**config.mk**
```make
export PLATFORM = sky130hd
export DESIGN_NAME = regfile_access_ctrl_flat
export DESIGN_NICKNAME = d
export VERILOG_FILES = /design/src/rtl/regfile_access_if.sv /design/src/rtl/regfile_access_ctrl.sv /design/src/flat_wrapper.sv
export SDC_FILE = /design/constraint.sdc
export NUM_CORES = 1
export LEC_CHECK = 0
export ABC_AREA = 1
export CAP_MARGIN = 5
export CORE_AREA = 2 2 133 135
export CTS_CLUSTER_DIAMETER = 40
export DETAILED_ROUTE_END_ITERATION = 10
export DIE_AREA = 0 0 135 137
export DONT_BUFFER_PORTS = 1
export PLACE_DENSITY = 0.62
export SLEW_MARGIN = 20
export SYNTH_ARGS = -nofsm -noshare
export SYNTH_HDL_FRONTEND = slang
export SYNTH_SLANG_ARGS = --single-unit
```
**constraint.sdc**
```tcl
create_clock -name clk -period 3.3 [get_ports clk]
set_input_delay 0.33 -clock clk [delete_from_list [all_inputs] [get_ports clk]]
set_output_delay 0.33 -clock clk [all_outputs]
set_load 0.05 [all_outputs]
```
**src/rtl/regfile_access_if.sv**
```systemverilog
// Handshake bundle between an operand consumer / writeback producer and
// regfile_access_ctrl.
//   req_*  : operand-fetch request (valid/ready, three source indices)
//   op_*   : returned operands (valid/ready, three data words)
//   wb_*   : writeback request (valid/ready, destination index and data)
// Modports:
//   slave  - the controller side (regfile_access_ctrl)
//   master - the requester side (pipeline or testbench)
interface regfile_access_if #(
    parameter int unsigned DW = 16,
    parameter int unsigned AW = 4
);
    logic          req_valid;
    logic          req_ready;
    logic [AW-1:0] req_src1;
    logic [AW-1:0] req_src2;
    logic [AW-1:0] req_src3;
    logic          op_valid;
    logic          op_ready;
    logic [DW-1:0] op_a;
    logic [DW-1:0] op_b;
    logic [DW-1:0] op_c;
    logic          wb_valid;
    logic          wb_ready;
    logic [AW-1:0] wb_dst;
    logic [DW-1:0] wb_data;

    modport slave (
        input  req_valid, req_src1, req_src2, req_src3, op_ready,
        input  wb_valid, wb_dst, wb_data,
        output req_ready, op_valid, op_a, op_b, op_c, wb_ready
    );

    modport master (
        output req_valid, req_src1, req_src2, req_src3, op_ready,
        output wb_valid, wb_dst, wb_data,
        input  req_ready, op_valid, op_a, op_b, op_c, wb_ready
    );
endinterface

```
**src/rtl/regfile_access_ctrl.sv**
```systemverilog
// Initiator-side controller for a three-read/one-write register file.
// Fetches three operands per request over a valid/ready handshake, queues
// writebacks in a small FIFO and drains them one per cycle into the write
// port. Requests whose sources match any queued writeback are held off, so
// returned operands reflect every writeback accepted before the request.
//
// Ports:
//   clk, rst        clock (posedge) and synchronous active-high reset
//   bus             regfile_access_if.slave: req_*, op_*, wb_* handshakes
//   regread         register file read enable (high only in S_READ)
//   readregsrc1..3  register file read indices (latched request sources)
//   regwrite        register file write enable (FIFO head valid, not S_READ)
//   regwritedst     register file write index (FIFO head)
//   writedata       register file write data (FIFO head)
//   a, b, c         register file read data
//   stall_cnt       hazard stall counter
//
// Optional feature: define REGFILE_ACCESS_STATS_EN to count cycles in which an
// idle controller sees a valid request blocked by a hazard (saturating).
// Without it stall_cnt is tied to zero.
module regfile_access_ctrl #(
    parameter int unsigned DW       = 16,
    parameter int unsigned AW       = 4,
    parameter int unsigned WB_DEPTH = 4
) (
    input  logic                 clk,
    input  logic                 rst,
    regfile_access_if.slave      bus,
    output logic                 regread,
    output logic [AW-1:0]        readregsrc1,
    output logic [AW-1:0]        readregsrc2,
    output logic [AW-1:0]        readregsrc3,
    output logic                 regwrite,
    output logic [AW-1:0]        regwritedst,
    output logic [DW-1:0]        writedata,
    input  logic [DW-1:0]        a,
    input  logic [DW-1:0]        b,
    input  logic [DW-1:0]        c,
    output logic [15:0]          stall_cnt
);

    localparam int unsigned PW = (WB_DEPTH > 1) ? $clog2(WB_DEPTH) : 1;

    typedef enum logic [1:0] {
        S_IDLE,
        S_READ,
        S_HOLD
    } state_e;

    state_e        state_q, state_d;
    logic [AW-1:0] src1_q, src2_q, src3_q;
    logic [DW-1:0] op_a_q, op_b_q, op_c_q;

    logic [AW-1:0] fifo_dst_q  [WB_DEPTH];
    logic [DW-1:0] fifo_data_q [WB_DEPTH];
    logic [PW-1:0] rd_ptr_q, wr_ptr_q;
    logic [PW:0]   count_q;

    logic full, empty, push, pop, hazard, accept, req_ready;
    logic [PW-1:0] off;

    assign full  = (count_q == (PW+1)'(WB_DEPTH));
    assign empty = (count_q == '0);
    assign push  = bus.wb_valid && !full;
    // Drain is paused in S_READ so a read never sees a same-cycle write.
    assign pop   = !empty && (state_q != S_READ);

    // Hazard scan over the FIFO as it stands at the start of the cycle; the
    // head being drained this cycle still counts.
    always_comb begin
        hazard = 1'b0;
        off    = '0;
        for (int unsigned i = 0; i < WB_DEPTH; i++) begin
            off = PW'(i) - rd_ptr_q;
            if (({1'b0, off} < count_q) &&
                ((fifo_dst_q[i] == bus.req_src1) ||
                 (fifo_dst_q[i] == bus.req_src2) ||
                 (fifo_dst_q[i] == bus.req_src3))) begin
                hazard = 1'b1;
            end
        end
    end

    always_comb begin
        state_d   = state_q;
        req_ready = (state_q == S_IDLE) && !hazard;
        accept    = 1'b0;
        case (state_q)
            S_IDLE: begin
                if (bus.req_valid && req_ready) begin
                    accept  = 1'b1;
                    state_d = S_READ;
                end
            end
            S_READ:  state_d = S_HOLD;
            S_HOLD:  if (bus.op_ready) state_d = S_IDLE;
            default: state_d = S_IDLE;
        endcase
    end

    always_ff @(posedge clk) begin
        if (rst) begin
            state_q  <= S_IDLE;
            src1_q   <= '0;
            src2_q   <= '0;
            src3_q   <= '0;
            op_a_q   <= '0;
            op_b_q   <= '0;
            op_c_q   <= '0;
            rd_ptr_q <= '0;
            wr_ptr_q <= '0;
            count_q  <= '0;
        end else begin
            state_q <= state_d;
            if (accept) begin
                src1_q <= bus.req_src1;
                src2_q <= bus.req_src2;
                src3_q <= bus.req_src3;
            end
            if (state_q == S_READ) begin
                op_a_q <= a;
                op_b_q <= b;
                op_c_q <= c;
            end
            // Power-of-two depth: pointers wrap by natural overflow.
            if (push) wr_ptr_q <= wr_ptr_q + 1'b1;
            if (pop)  rd_ptr_q <= rd_ptr_q + 1'b1;
            count_q <= count_q + (PW+1)'(push) - (PW+1)'(pop);
        end
    end

    // FIFO storage needs no reset; occupancy is tracked by count_q.
    always_ff @(posedge clk) begin
        if (push) begin
            fifo_dst_q[wr_ptr_q]  <= bus.wb_dst;
            fifo_data_q[wr_ptr_q] <= bus.wb_data;
        end
    end

    assign bus.req_ready = req_ready;
    assign bus.op_valid  = (state_q == S_HOLD);
    assign bus.op_a      = op_a_q;
    assign bus.op_b      = op_b_q;
    assign bus.op_c      = op_c_q;
    assign bus.wb_ready  = !full;

    assign regread     = (state_q == S_READ);
    assign readregsrc1 = src1_q;
    assign readregsrc2 = src2_q;
    assign readregsrc3 = src3_q;
    assign regwrite    = pop;
    assign regwritedst = fifo_dst_q[rd_ptr_q];
    assign writedata   = fifo_data_q[rd_ptr_q];

`ifdef REGFILE_ACCESS_STATS_EN
    logic [15:0] stall_cnt_q;

    always_ff @(posedge clk) begin
        if (rst) begin
            stall_cnt_q <= '0;
        end else if ((state_q == S_IDLE) && bus.req_valid && hazard &&
                     (stall_cnt_q != 16'hFFFF)) begin
            stall_cnt_q <= stall_cnt_q + 16'd1;
        end
    end

    assign stall_cnt = stall_cnt_q;
`else
    assign stall_cnt = 16'h0000;
`endif

endmodule

```
**src/flat_wrapper.sv**
```systemverilog
// flat-port wrapper written by rule: the top's interface ports become plain ports
module regfile_access_ctrl_flat 
#(
    parameter int unsigned DW       = 16,
    parameter int unsigned AW       = 4,
    parameter int unsigned WB_DEPTH = 4
)
  (clk, rst, regread, readregsrc1, readregsrc2, readregsrc3, regwrite, regwritedst, writedata, a, b, c, stall_cnt, bus_req_valid, bus_req_src1, bus_req_src2, bus_req_src3, bus_op_ready, bus_wb_valid, bus_wb_dst, bus_wb_data, bus_req_ready, bus_op_valid, bus_op_a, bus_op_b, bus_op_c, bus_wb_ready);
  regfile_access_if #(.DW(DW), .AW(AW)) bus_i ();
  input  logic clk;
  input  logic rst;
  output logic regread;
  output logic [AW-1:0] readregsrc1;
  output logic [AW-1:0] readregsrc2;
  output logic [AW-1:0] readregsrc3;
  output logic regwrite;
  output logic [AW-1:0] regwritedst;
  output logic [DW-1:0] writedata;
  input  logic [DW-1:0] a;
  input  logic [DW-1:0] b;
  input  logic [DW-1:0] c;
  output logic [15:0] stall_cnt;
  input wire logic [$bits(bus_i.req_valid)-1:0] bus_req_valid;
  input wire logic [$bits(bus_i.req_src1)-1:0] bus_req_src1;
  input wire logic [$bits(bus_i.req_src2)-1:0] bus_req_src2;
  input wire logic [$bits(bus_i.req_src3)-1:0] bus_req_src3;
  input wire logic [$bits(bus_i.op_ready)-1:0] bus_op_ready;
  input wire logic [$bits(bus_i.wb_valid)-1:0] bus_wb_valid;
  input wire logic [$bits(bus_i.wb_dst)-1:0] bus_wb_dst;
  input wire logic [$bits(bus_i.wb_data)-1:0] bus_wb_data;
  output wire logic [$bits(bus_i.req_ready)-1:0] bus_req_ready;
  output wire logic [$bits(bus_i.op_valid)-1:0] bus_op_valid;
  output wire logic [$bits(bus_i.op_a)-1:0] bus_op_a;
  output wire logic [$bits(bus_i.op_b)-1:0] bus_op_b;
  output wire logic [$bits(bus_i.op_c)-1:0] bus_op_c;
  output wire logic [$bits(bus_i.wb_ready)-1:0] bus_wb_ready;
  assign bus_i.req_valid = bus_req_valid;
  assign bus_i.req_src1 = bus_req_src1;
  assign bus_i.req_src2 = bus_req_src2;
  assign bus_i.req_src3 = bus_req_src3;
  assign bus_i.op_ready = bus_op_ready;
  assign bus_i.wb_valid = bus_wb_valid;
  assign bus_i.wb_dst = bus_wb_dst;
  assign bus_i.wb_data = bus_wb_data;
  assign bus_req_ready = bus_i.req_ready;
  assign bus_op_valid = bus_i.op_valid;
  assign bus_op_a = bus_i.op_a;
  assign bus_op_b = bus_i.op_b;
  assign bus_op_c = bus_i.op_c;
  assign bus_wb_ready = bus_i.wb_ready;
  regfile_access_ctrl #(.DW(DW), .AW(AW), .WB_DEPTH(WB_DEPTH)) u_core (.clk(clk), .rst(rst), .bus(bus_i), .regread(regread), .readregsrc1(readregsrc1), .readregsrc2(readregsrc2), .readregsrc3(readregsrc3), .regwrite(regwrite), .regwritedst(regwritedst), .writedata(writedata), .a(a), .b(b), .c(c), .stall_cnt(stall_cnt));
endmodule
```
Word level (Yosys, flattened, before mapping)
Memory sizes are Yosys's and may differ from the RTL's. A register that Yosys moved wholly into a read port is not among the register bits. Index checks and enable logic that the tools add are counted.

Register bits: 69. Bits in writable memories: 80. Bits of input ports: 85. Word-level logic and storage cells: 79. Memories: 2.

Memories: u_core.fifo_data_q (depth 4, width 16, read ports 1, clocked after memory_dff 1, write ports 1, line regfile_access_ctrl.sv:55) `logic [DW-1:0] fifo_data_q [WB_DEPTH];`; u_core.fifo_dst_q (depth 4, width 4, read ports 5, clocked after memory_dff 1, write ports 1, line regfile_access_ctrl.sv:54) `logic [AW-1:0] fifo_dst_q [WB_DEPTH];`.

Add/subtract/negate cells: 8. Order comparisons: 4. Equality and inequality tests: 18. Mux-type cells: 15. Reduce and logical (&&, ||, !) cells: 22.

Operators by type and width (count): 4-bit == test (12); 2-bit by 3-bit < comparator with 1-bit output (4); 2-bit 2-to-1 mux (6); 1-bit logical AND (8); 1-bit logical OR (8); 1-bit 2-to-1 mux (8); 2-bit one-hot mux with 3 select lines (1); 2-bit by 1-bit adder with 2-bit output (second input constant) (2); 2-bit inequality test (second input constant) (2); 1-bit by 2-bit subtractor with 2-bit output (first input constant) (2); 2-bit subtractor (first input constant) (2); 3-bit by 1-bit adder with 3-bit output (1); 3-bit == test (second input constant) (1); 1-bit logical NOT (3); 3-bit logical NOT (1); 3-bit by 1-bit subtractor with 3-bit output (1); 2-bit by 1-bit == test with 1-bit output (second input constant) (1); 2-bit == test (second input constant) (1); 2-bit logical NOT (1); 2-bit by 1-bit inequality test with 1-bit output (second input constant) (1); 2-bit AND reduction (1).

Logic depth before layout (Yosys ltp)
Gate-level depths: netlist (run 1). An unclocked memory read counts as a cell.

Word-level depth: 14. Gate-level depth with buffers: 13. Gate-level depth less buffers: 12.

Worst setup path before layout (run 1)
OpenSTA, ideal clock, no wires.

Path type: reg2reg. Start point: reg u_core.count_q[2]. End point: reg u_core.count_q[2]. Setup time: 0.070 ns. Arrival: 2.738 ns. Setup slack: 0.492 ns. Cell stages (with the launch flop): 11. Buffers on the path: 0. Cell sequence: dfxtp_1 inv_1 a31oi_1 ha_1 inv_1 ha_1 inv_1 fa_1 inv_1 o21ai_0 a21oi_1.

Elaborated cells on any way between the ends: 8. Classes of those cells: 2 x add/sub; 1 x eq/ne; 5 x reduce/logical.

RTL lines: start, declared (line regfile_access_ctrl.sv:57) `logic [PW:0] count_q;`; start signal, assigned (line regfile_access_ctrl.sv:128) `count_q <= count_q + (PW+1)'(push) - (PW+1)'(pop);`; 3-bit logical NOT (line regfile_access_ctrl.sv:63) `assign empty = (count_q == '0);`; 1-bit logical NOT (line regfile_access_ctrl.sv:66) `assign pop = !empty && (state_q != S_READ);`; 1-bit logical AND (line regfile_access_ctrl.sv:66); named net regwrite (line flat_wrapper.sv:16) `output logic regwrite;`; 3-bit by 1-bit subtractor with 3-bit output (line regfile_access_ctrl.sv:128).

The timed path passes the listed nets, and every way through them passes these cells. A chain may end at the register's enable or synchronous reset.

Final worst setup path (run 1)
Start point: reg u_core.rd_ptr_q[0]. End point: out bus_req_ready.

Word-level cells in the longest chain between the ends: 9. Elaborated cells on any way between the ends: 18. Classes of those cells: 4 x add/sub; 4 x order compare; 4 x mux; 6 x reduce/logical.

Ends and longest elaborated chain: start, declared (line regfile_access_ctrl.sv:56) `logic [PW-1:0] rd_ptr_q, wr_ptr_q;`; start signal, assigned (line regfile_access_ctrl.sv:127) `if (pop) rd_ptr_q <= rd_ptr_q + 1'b1;`; 1-bit by 2-bit subtractor with 2-bit output (line regfile_access_ctrl.sv:74) `off = PW'(i) - rd_ptr_q;`; 2-bit by 3-bit < comparator with 1-bit output (line regfile_access_ctrl.sv:75) `if (({1'b0, off} < count_q) &&`; 1-bit logical AND (line regfile_access_ctrl.sv:75); 1-bit 2-to-1 mux (3 in a row) (line regfile_access_ctrl.sv:75); 1-bit 2-to-1 mux (*) (line regfile_access_ctrl.sv:75); 1-bit logical NOT (*) (line regfile_access_ctrl.sv:86) `req_ready = (state_q == S_IDLE) && !hazard;`; 1-bit logical AND (*) (line regfile_access_ctrl.sv:86); end, declared (line flat_wrapper.sv:31) `output wire logic [$bits(bus_i.req_ready)-1:0] bus_req_ready;`.

Every way passes the cells marked *; elsewhere a longest branch is shown, timed or not.

==> results by group, run 1 <==
Worst setup path
  – Critical path type: flop to primary output
  – Reg2reg end: u_core.readregsrc3[1]$_SDFFE_PP0P_
  – CP delay by family, top: simple AND/OR/NAND/NOR gates
  – R2R depth: 8
  – Reg-to-reg slack, setup: 970 ps
  – FF-to-FF Start: u_core.count_q[1]$_SDFF_PP0_
  – CP Launch Type: flop
  – Crit-path cells: xor2_1 > inv_1 > ha_1 > a21oi_1 > or2_0 > nand2_1 > nand3_2 > nor2_4
  – CP max FO: 14
  – Required time of the critical path: about 3000 ps
  – Crit-path slowest cell: nor2_4
  – Critical Path Sink Type: primary output
  – Worst path buffer plus inverter count: 1
  – Worst path max stage delay: around 500 ps
  – Critical path data arrival time: ~2400 ps

Power and ir drop
  – Sw Pwr: 3.56 mW
  – Cell Int Power: about 4.2 mW
  – Worst IR drop on VDD: 527 uV
  – Clock power share: 0.241
  – Pwr Density: 993 mW/mm^2
  – Logic pwr share: 0.338
  – Static Leakage: 3.38 nW
  – Switching share of power: 0.460
  – Share of power burned in registers: 0.421

Synth
  – Mean Syn Cell Area: 8.56 um^2
  – Synthesized cell area: between 0.006 and 0.007 mm^2
  – Cells after Synth: between 700 and 800
  – Synth unique cells: 28
  – Yosys top cell area share: 0.358
  – Top cells by area, synth: edfxtp_1 (36%), dfxtp_1 (21%), nor2_1 (9.7%)
  – Async set-reset flop share out of synthesis: 0
  – Post-synth top flop: edfxtp_1
  – #FFs+latches synth: between 150 and 200
  – Register area share after synthesis: 0.570
  – Cell taking the most area after synthesis: edfxtp_1
  – Warnings from Yosys: 0
  – Number of synthesized flops with an enable pin: 80

STA
  – Slew headroom: 0.322
  – Final worst setup slack: 614 ps
  – Final period util: 0.814
  – Setup TNS Final: 0 ps
  – Fin. max-slew vios: 0
  – # setup viols final: 0
  – Final Skew: about 8.4 ps
  – Worst-Margin Slew: 1010 ps
  – Unrepaired setup endpoints after global routing: no
  – Hold Violations, Final: 0
  – Highest Clock Rate: 0.372 GHz
  – Fin crit period: 2690 ps

Floorplanning
  – Die Ht: about 140 um
  – Std cell rows: 48
  – Initial Util: 0.393
  – Die width: 135 um
  – Ports: 186
  – Die Area: about 0.018 mm^2
  – Core area: between 0.015 and 0.02 mm^2

Global route
  – Vias in the first global route: 4760
  – Antenna violations before repair: 1
  – GRT Total Usage: 0.169
  – Largest net degree at the start of global routing: 51
  – Total congestion overflow: 0
  – First-pass GRT wire length: 24.3 mm

Place
  – Placed Cells: 1005
  – Worst slack, placed: approximately 1000 ps
  – RePlAce Congestion: 0.909
  – DP Wirelength: 10.4 mm
  – Port Buffers: 0

Min path
  – HP Class: primary input to flop
  – WHS Path Cells: 2
  – Hold Path Sink: u_core.state_q[0]$_SDFFE_PP0P_
  – Min-delay src: bus_req_valid

Clock tree
  – CTS Buf Count: 17
  – Clock Tree Buf Depth: 2
  – Postcts setup bufs: 0
  – Clk sinks: roughly 150
  – Clock Tree Root: clkbuf_16
  – Clk_lat worst skew: 410 ps
  – H-tree depth: 4
  – CTS tree: yes
  – Clk pin slew, worst setup/hold paths: 60 ps

Finish
  – P&R area growth vs syn: 16.3%
  – Final cell count without fillers: 1059
  – Filler instances: 1685
  – # nets final: 916
  – Share of cells above drive strength 1: 0.0912

Routing
  – Vias per cell: between 4 and 5
  – Drt wl/cell: 14.9 um
  – TritonRoute pass-1 iters: 5
  – Via count: 5117
  – Detailed Route WL: 15.7 mm
  – Post-route DRC: 0
  – Initial DRC count: 335
  – ANT nets after route: 0

Job
  – Maxcap violations: 0

Outcome
  – Status: finished clean
==> worst max path at each step <==
stage,start,to,cells past startpoint
detailed placement,u_core.count_q[1]$_SDFF_PP0_,u_core.readregsrc3[1]$_SDFFE_PP0P_,8
global placement,u_core.count_q[1]$_SDFF_PP0_,u_core.readregsrc1[0]$_SDFFE_PP0P_,8
floorplan,u_core.count_q[2]$_SDFF_PP0_,u_core.count_q[2]$_SDFF_PP0_,10
CTS,u_core.rd_ptr_q[0]$_SDFFE_PP0P_,bus_req_ready,8
global route,u_core.rd_ptr_q[0]$_SDFFE_PP0P_,bus_req_ready,8
finish,u_core.rd_ptr_q[0]$_SDFFE_PP0P_,bus_req_ready,8
==> repair_timing <==
action | CTS | global route
endpoints found under the hold margin | 84 | 0
hold buffers | 21 | 0
resized for setup | 0 | 0
==> cells in the mapped netlist, types with 2 or more instances <==
cell      instances
nor2_1          173
nand2_1         168
o21ai_0          90
edfxtp_1         80
dfxtp_1          71
inv_1            52
a21oi_1          37
clkbuf_1         26
buf_4            17
o22ai_1          16
nand4_1          12
ha_1             10
xor2_1            5
buf_2             4
nand3_1           4
buf_6             3
inv_2             2
nand2_2           2
nand3_2           2
or2_0             2
==> stage by stage <==
stage	cell area (um^2)	utilization	hold WS [ps]	total power, mW
2_1_floorplan	6760	-	397	5.28
3_3_place_gp	7020	0.411	398	5.88
3_5_place_dp	7020	0.411	403	5.91
4_1_cts	7800	0.457	16.2	7.83
5_1_grt	7800	0.457	14.1	8.19
6_report	7800	0.457	43.9	7.74
==> layout make-up <==
class                      instances  area, um^2  share of cell area
antenna                            1        2.50            0.000321
clock buffer                      19         454              0.0582
clock inverter                    13         118              0.0151
inverter                          54         203              0.0260
multi-input combinational        543        2470               0.316
sequential                       151        3820               0.490
tap                              225         282              0.0361
timing repair buffer              53         450              0.0577
==> cells in the final DEF (no fill, tap or decap), types with 3 or more instances in the layout <==
cell / count
a21oi_1: 37
buf_4: 32
clkbuf_16: 18
clkinv_4: 3
conb_1: 16
dfxtp_1: 71
dlygate4sd3_1: 21
edfxtp_1: 80
ha_1: 10
inv_1: 53
inv_6: 4
nand2_1: 168
nand3_1: 4
nand4_1: 12
nor2_1: 168
nor2_2: 5
o21ai_0: 90
o22ai_1: 16
xor2_1: 5
==> cell families after synthesis <==
group,count (synthesis),synth area share
AND/OR/NAND/NOR,366,0.215
flip-flops,151,0.570
AO/OA/AOI/OAI,144,0.111
buffers and inverters,105,0.0741
adder cells (fa/ha/maj),11,0.0216
XOR/XNOR,6,0.00783
other,1,0.000559
==> sequential cells by signal, indices dropped and copies added, names as in the netlist, named ones only <==
| register | cells |
|---|---|
| u_core.count_q | 3 |
| u_core.bus.op_a | 16 |
| u_core.rd_ptr_q | 2 |
| u_core.readregsrc3 | 4 |
| u_core.bus.op_c | 16 |
| u_core.fifo_dst_q | 16 |
| u_core.fifo_data_q | 64 |
| u_core.state_q | 2 |
| u_core.bus.op_b | 16 |
| u_core.readregsrc1 | 4 |
| u_core.readregsrc2 | 4 |
| u_core.wr_ptr_q | 2 |
==> worst register-to-register path, delay by kind of cell (launching register included) <==
family	cells	cell delay, ps
adders and majority gates	1	320
DFF	1	390
and+or+nand+nor	4	560
buffers and inverters	1	150
AOI/OAI and AO/OA	2	810
==> layer usage <==
metal	vias to the layer above	track usage	wire length, um
met2	154	0.286	7880
met3	11	0.0589	1040
met1	2338	0.202	6680
met5	-	0	0
met4	0	0.0538	143
li1	2614	-	-
==> power groups by stage <==
| stage | clock, mW | sequential [mW] | combinational [mW] |
|---|---|---|---|
| floorplan | 0 | 3.22 | 2.06 |
| global placement | 0 | 3.30 | 2.58 |
| detailed placement | 0 | 3.30 | 2.61 |
| CTS | 1.92 | 3.26 | 2.65 |
| global route | 2.00 | 3.30 | 2.89 |
| finish | 1.87 | 3.26 | 2.62 |
Power figures use the tool's default switching activity.
==> inputs of run 2 (changes only) <==
- ABC_AREA: 1 -> 0
- CORE_AREA: 2 2 133 135 -> 2 2 131 133
- DIE_AREA: 0 0 135 137 -> 0 0 133 135
- PLACE_DENSITY: 0.62 -> 0.61
- clock period: 3.3 -> 2.7 ns (I/O delays scaled with it)
==> results by group, run 2 <==
Place
  – DP Wirelength: about 9.4 mm
  – DP Area: 0.00660 mm^2
  – Worst slack, placed: 505 ps
  – Port Buffers: 0
  – RePlAce Congestion: 0.820
  – Placed Cells: 730

Synth
  – Xor and xnor fraction of the mapped netlist area: 0.0732
  – Async set-reset flop share out of synthesis: 0
  – Register area share after synthesis: 0.592
  – #FFs+latches synth: ~150
  – Warnings from Yosys: 0
  – Yosys top cell area share: 0.372
  – Cell with the most instances after synthesis: nand2_1
  – Mux cell area share after synthesis: 0.0916
  – Cells after Synth: 534
  – Post-Synth Simple-Gate Area: 0.118
  – Number of synthesized flops with an enable pin: 80
  – Synth Area in Compound Gates: 0.0465
  – Mean Syn Cell Area: 12.1 um^2
  – Post-synth top flop: edfxtp_1
  – Cell taking the most area after synthesis: edfxtp_1
  – Synth unique cells: 33
  – Fraction of the mapped netlist area in adder cells: 0.0225
  – Top cells by area, synth: edfxtp_1 (37%), dfxtp_1 (22%), mux4_2 (5.9%)
  – Synthesized cell area: 0.00646 mm^2
  – Most common library cells after synthesis: nand2_1 (100), edfxtp_1 (80), dfxtp_1 (71)
  – Largest family of logic cells by synthesized area: simple AND/OR/NAND/NOR gates

Min path
  – Hold Path Sink: u_core.readregsrc3[1]$_SDFFE_PP0P_
  – WHS Path Cells: 2
  – HP Class: primary input to flop
  – Min-delay src: bus_req_src3[1]

Finish
  – Final cell count without fillers: approximately 840
  – Design Area, Final: 0.00795 mm^2
  – Most flops, register: u_core.fifo_data_q
  – ANT cells: 0
  – Seq. cell area: 0.00382 mm^2
  – P&R area growth vs syn: 23.1%
  – Area of the multi-input gates: 0.00235 mm^2
  – Filler instances: approximately 1400
  – # nets final: 700
  – Commonest non-fill, non-tap cell in the layout: nand2_1
  – Commonest non-fill, non-tap cells in the layout: nand2_1 (100), edfxtp_1 (80), dlygate4sd3_1 (74)
  – Largest register FFs: 64
  – Final core occ: 0.485
  – Share of cells above drive strength 1: 0.123

Worst setup path
  – Reg2reg end: u_core.readregsrc3[3]$_SDFFE_PP0P_
  – Required time of the critical path: 2430 ps
  – Reg-to-reg slack, setup: 610 ps
  – CP max FO: 6
  – R2R depth: 8
  – Critical path type: flop to primary output
  – Critical path data arrival time: 2210 ps
  – Critical Path Sink Type: primary output
  – FF-to-FF Start: u_core.count_q[1]$_SDFF_PP0_
  – CP Launch Type: flop

Power and ir drop
  – Share of power burned in registers: 0.420
  – Cell Int Power: slightly above 5 mW
  – Static Leakage: 2.81 nW
  – Pwr Density: 1050 mW/mm^2
  – Sw Pwr: 3.27 mW
  – Clock power share: 0.280
  – Logic pwr share: 0.299
  – Worst IR drop on VDD: 442 uV
  – Switching share of power: 0.393
  – Final Power: 8.32 mW

Clock tree
  – Clk pin slew, worst setup/hold paths: approximately 60 ps
  – Clk_lat worst skew: 410 ps
  – Clock Tree Buf Depth: 2
  – CTS Buf Count: 17
  – Postcts setup bufs: 0
  – Clock Tree Root: clkbuf_16
  – Clk sinks: 151
  – CTS tree: yes
  – H-tree depth: 4

Global route
  – Total congestion overflow: 0
  – Grt met1 use: 0.177
  – Most Crowded Layer GR: met2
  – GRT Total Usage: 0.164
  – Largest net degree at the start of global routing: 59
  – Met2 Use GR: 0.296
  – Antenna violations before repair: 0
  – GR Layer Usage met3: 0.0559
  – First-pass GRT wire length: 22.6 mm
  – Vias in the first global route: 4199

STA
  – Final worst setup slack: 223 ps
  – Fin crit period: 2480 ps
  – Unrepaired setup endpoints after global routing: no
  – Final Skew: 5.50 ps
  – Hold Violations, Final: 0
  – Worst-Margin Slew: 611 ps
  – Fin. max-slew vios: 0
  – Final period util: 0.918
  – Setup TNS Final: 0 ps
  – # setup viols final: 0
  – Slew headroom: 0.592
  – Highest Clock Rate: just over 0.4 GHz
  – WHS: 14.7 ps

Routing
  – Post-route DRC: 0
  – Detailed Route WL: 14.4 mm
  – Via count: around 4100
  – Initial DRC count: 171
  – Vias per cell: between 4 and 5
  – ANT nets after route: 0
  – TritonRoute pass-1 iters: 7
  – Drt wl/cell: 17.2 um

Job
  – Maxcap violations: 0

Outcome
  – Status: finished clean

Floorplanning
  – Die Ht: 135 um
  – Die width: 133 um
  – Core area: 0.0164 mm^2
  – Die Area: between 0.015 and 0.02 mm^2
  – Ports: 186
  – Initial Util: 0.394
  – Std cell rows: 47
run 2: repair_timing:
action                                  in CTS  in global routing
hold buffers                                75                  0
hold endpoints to repair                   145                  0
resized for setup                            0                  3
endpoints found under the setup margin       0                  1
run 2: layer usage:
| layer | share of wire | routed length (um) |
|---|---|---|
| met2 | 0.55 | 7870 |
| met5 | 0 | 0 |
| met4 | 0.018 | 255 |
| met1 | 0.37 | 5370 |
| met3 | 0.061 | 878 |
run 2: worst max path at each step:
| stage | start | end | slack (ps) |
|---|---|---|---|
| CTS | u_core.count_q[1]$_SDFF_PP0_ | bus_req_ready | 80 |
| global placement | u_core.count_q[1]$_SDFF_PP0_ | bus_req_ready | 580 |
| floorplan | u_core.state_q[1]$_SDFFE_PP0P_ | u_core.count_q[2]$_SDFF_PP0_ | 140 |
| global route | u_core.count_q[1]$_SDFF_PP0_ | bus_req_ready | 20 |
| detailed placement | u_core.count_q[1]$_SDFF_PP0_ | u_core.readregsrc3[2]$_SDFFE_PP0P_ | 500 |
| finish | u_core.count_q[1]$_SDFF_PP0_ | bus_req_ready | 220 |
run 2: kinds of logic after synthesis:
group / after synthesis
fa+ha+maj: 11
simple gates: 163
compound gates: 57
other cells: 1
mux: 33
flops: 151
xor+xnor: 54
buf+inv: 64
run 2: power by group through the flow:
stage          logic, mW  registers (mW)  clock network, mW
5_1_grt             2.70            3.54               2.47
3_5_place_dp        2.40            3.54                  0
6_report            2.49            3.50               2.33
4_1_cts             2.53            3.49               2.38
2_1_floorplan       2.07            3.46                  0
3_3_place_gp        2.34            3.53                  0
run 2: critical path, stage by stage, from the launching register on:
cell     delay, ps
dfxtp_1        390
inv_2          100
ha_1           330
a21oi_2        160
nor2_4          30
a22o_1         240
nor4b_2        290
buf_4          250
run 2: layout make-up:
class,count,area share
flip-flops and latches,151,0.481
well taps,220,0.0346
inverters,9,0.00425
repair buffers,91,0.111
clock inverters,10,0.0148
multi-input cells,334,0.296
clock buffers,22,0.0589
==> inputs of run 3 (changes only) <==
- CORE_AREA: 2 2 131 133 -> 2 2 125 139
- DIE_AREA: 0 0 133 135 -> 0 0 127 141
- GPL_ROUTABILITY_DRIVEN: not set -> 0
==> results by group, run 3 (same netlist as run 2, synthesis figures left out) <==
Worst setup path
  – CP Launch Type: flop
  – CP delay by family, top: compound AO/OA/AOI/OAI gates
  – Required time of the critical path: between 2000 and 2500 ps
  – Critical Path Sink Type: primary output
  – Crit-path slowest cell: dfxtp_1
  – Critical path data arrival time: 2260 ps
  – Worst path max stage delay: 370 ps
  – CP max FO: 6
  – Critical path type: flop to primary output
  – Worst path buffer plus inverter count: 2
  – Crit-path cells: inv_1 > ha_1 > a21oi_2 > nor2_4 > a22o_1 > nor4b_2 > buf_4

Clock tree
  – Clock Tree Root: clkbuf_16
  – CTS tree: yes
  – Clk_lat worst skew: 410 ps
  – Postcts setup bufs: 0
  – Clk sinks: approximately 150
  – CTS Buf Count: 17
  – Clock Tree Buf Depth: 2
  – Clk pin slew, worst setup/hold paths: 60 ps
  – H-tree depth: 4

Floorplanning
  – Core area: 0.0166 mm^2
  – Die Area: 0.0179 mm^2
  – Die width: 127 um
  – Std cell rows: 50
  – Die Ht: ~140 um
  – Ports: 186
  – Initial Util: 0.388

Routing
  – Via count: 4126
  – Drt wl/cell: 17.5 um
  – Detailed Route WL: 14.4 mm
  – ANT nets after route: 0
  – Initial DRC count: 267
  – Post-route DRC: 0
  – TritonRoute pass-1 iters: 4
  – Vias per cell: 5.02

Finish
  – Area of the multi-input gates: between 0.002 and 0.0025 mm^2
  – P&R area growth vs syn: 22.6%
  – ANT cells: 0
  – Largest register FFs: 64
  – Filler instances: between 1000 and 1500
  – Share of cells above drive strength 1: 0.114
  – Commonest non-fill, non-tap cells in the layout: nand2_1 (100), edfxtp_1 (80), dlygate4sd3_1 (71)
  – Final cell count without fillers: 822
  – Most flops, register: u_core.fifo_data_q
  – # nets final: about 700
  – Seq. cell area: 0.00382 mm^2
  – Final core occ: 0.476
  – Commonest non-fill, non-tap cell in the layout: nand2_1

STA
  – Highest Clock Rate: 0.395 GHz
  – Final period util: 0.938
  – Final worst setup slack: about 170 ps
  – Fin. max-slew vios: 0
  – Fin crit period: 2530 ps
  – Slew headroom: 0.601
  – # setup viols final: 0
  – Final Skew: 7.40 ps
  – Setup TNS Final: 0 ps
  – Worst-Margin Slew: 599 ps
  – WHS: 9.51 ps
  – Hold Violations, Final: 0

Outcome
  – Status: finished clean

Power and ir drop
  – Worst IR drop on VDD: 553 uV
  – Logic pwr share: 0.300
  – Switching share of power: 0.391
  – Share of power burned in registers: 0.420
  – Clock power share: 0.280
  – Cell Int Power: 5.07 mW
  – Static Leakage: 2.78 nW
  – Pwr Density: between 1000 and 1500 mW/mm^2
  – Sw Pwr: between 3 and 4 mW

Place
  – Placed Cells: 718
  – Port Buffers: 0
  – Worst slack, placed: 496 ps
  – DP Wirelength: slightly above 9 mm

Job
  – Maxcap violations: 0

Global route
  – GRT Total Usage: 0.161
  – First-pass GRT wire length: 22.1 mm
  – Vias in the first global route: 4232
  – Largest net degree at the start of global routing: 59
  – Total congestion overflow: 0
  – Antenna violations before repair: 0

Min path
  – HP Class: primary input to flop
run 3: routing by layer:
layer / global-route usage / part of all wire
met1: 0.180 / 0.38
met3: 0.0524 / 0.062
met5: 0 / 0
met4: 0.0648 / 0.026
met2: 0.284 / 0.53
run 3: cell type report:
type	count	share of cell area
Clock inverter	13	0.0196
Sequential cell	151	0.483
Multi-Input combinational cell	334	0.297
Timing Repair Buffer	88	0.108
Clock buffer	19	0.0547
Tap cell	208	0.0329
Inverter	9	0.00427
run 3: final timing paths:
path	from	end	slack, ps	depth (start not counted)
setup reg to reg	u_core.count_q[1]$_SDFF_PP0_	u_core.readregsrc2[2]$_SDFFE_PP0P_	540	8
hold / removal	a[4]	u_core.bus.op_a[4]$_SDFFE_PP0P_	10	2
hold reg to reg	u_core.wr_ptr_q[1]$_SDFFE_PP0P_	u_core.wr_ptr_q[1]$_SDFFE_PP0P_	560	2
setup / recovery	u_core.count_q[1]$_SDFF_PP0_	bus_req_ready	170	7
run 3: what timing repair did:
action                                 in CTS  in global routing
resized for setup                           0                  2
setup endpoints to repair                   0                  1
endpoints found under the hold margin     144                  1
hold buffers                               71                  1
run 3: power groups by stage:
stage	Clock (mW)	Combinational (mW)	Sequential (mW)
floorplan	0	2.07	3.46
global placement	0	2.35	3.52
detailed placement	0	2.40	3.54
CTS	2.40	2.52	3.49
global route	2.49	2.71	3.53
finish	2.33	2.49	3.50
run 3: per-stage QoR:
| stage | cell area, um^2 | power [mW] |
|---|---|---|
| global route | 7920 | 8.72 |
| detailed placement | 6580 | 5.94 |
| finish | 7920 | 8.32 |
| floorplan | 6520 | 5.53 |
| global placement | 6580 | 5.88 |
| CTS | 7900 | 8.41 |
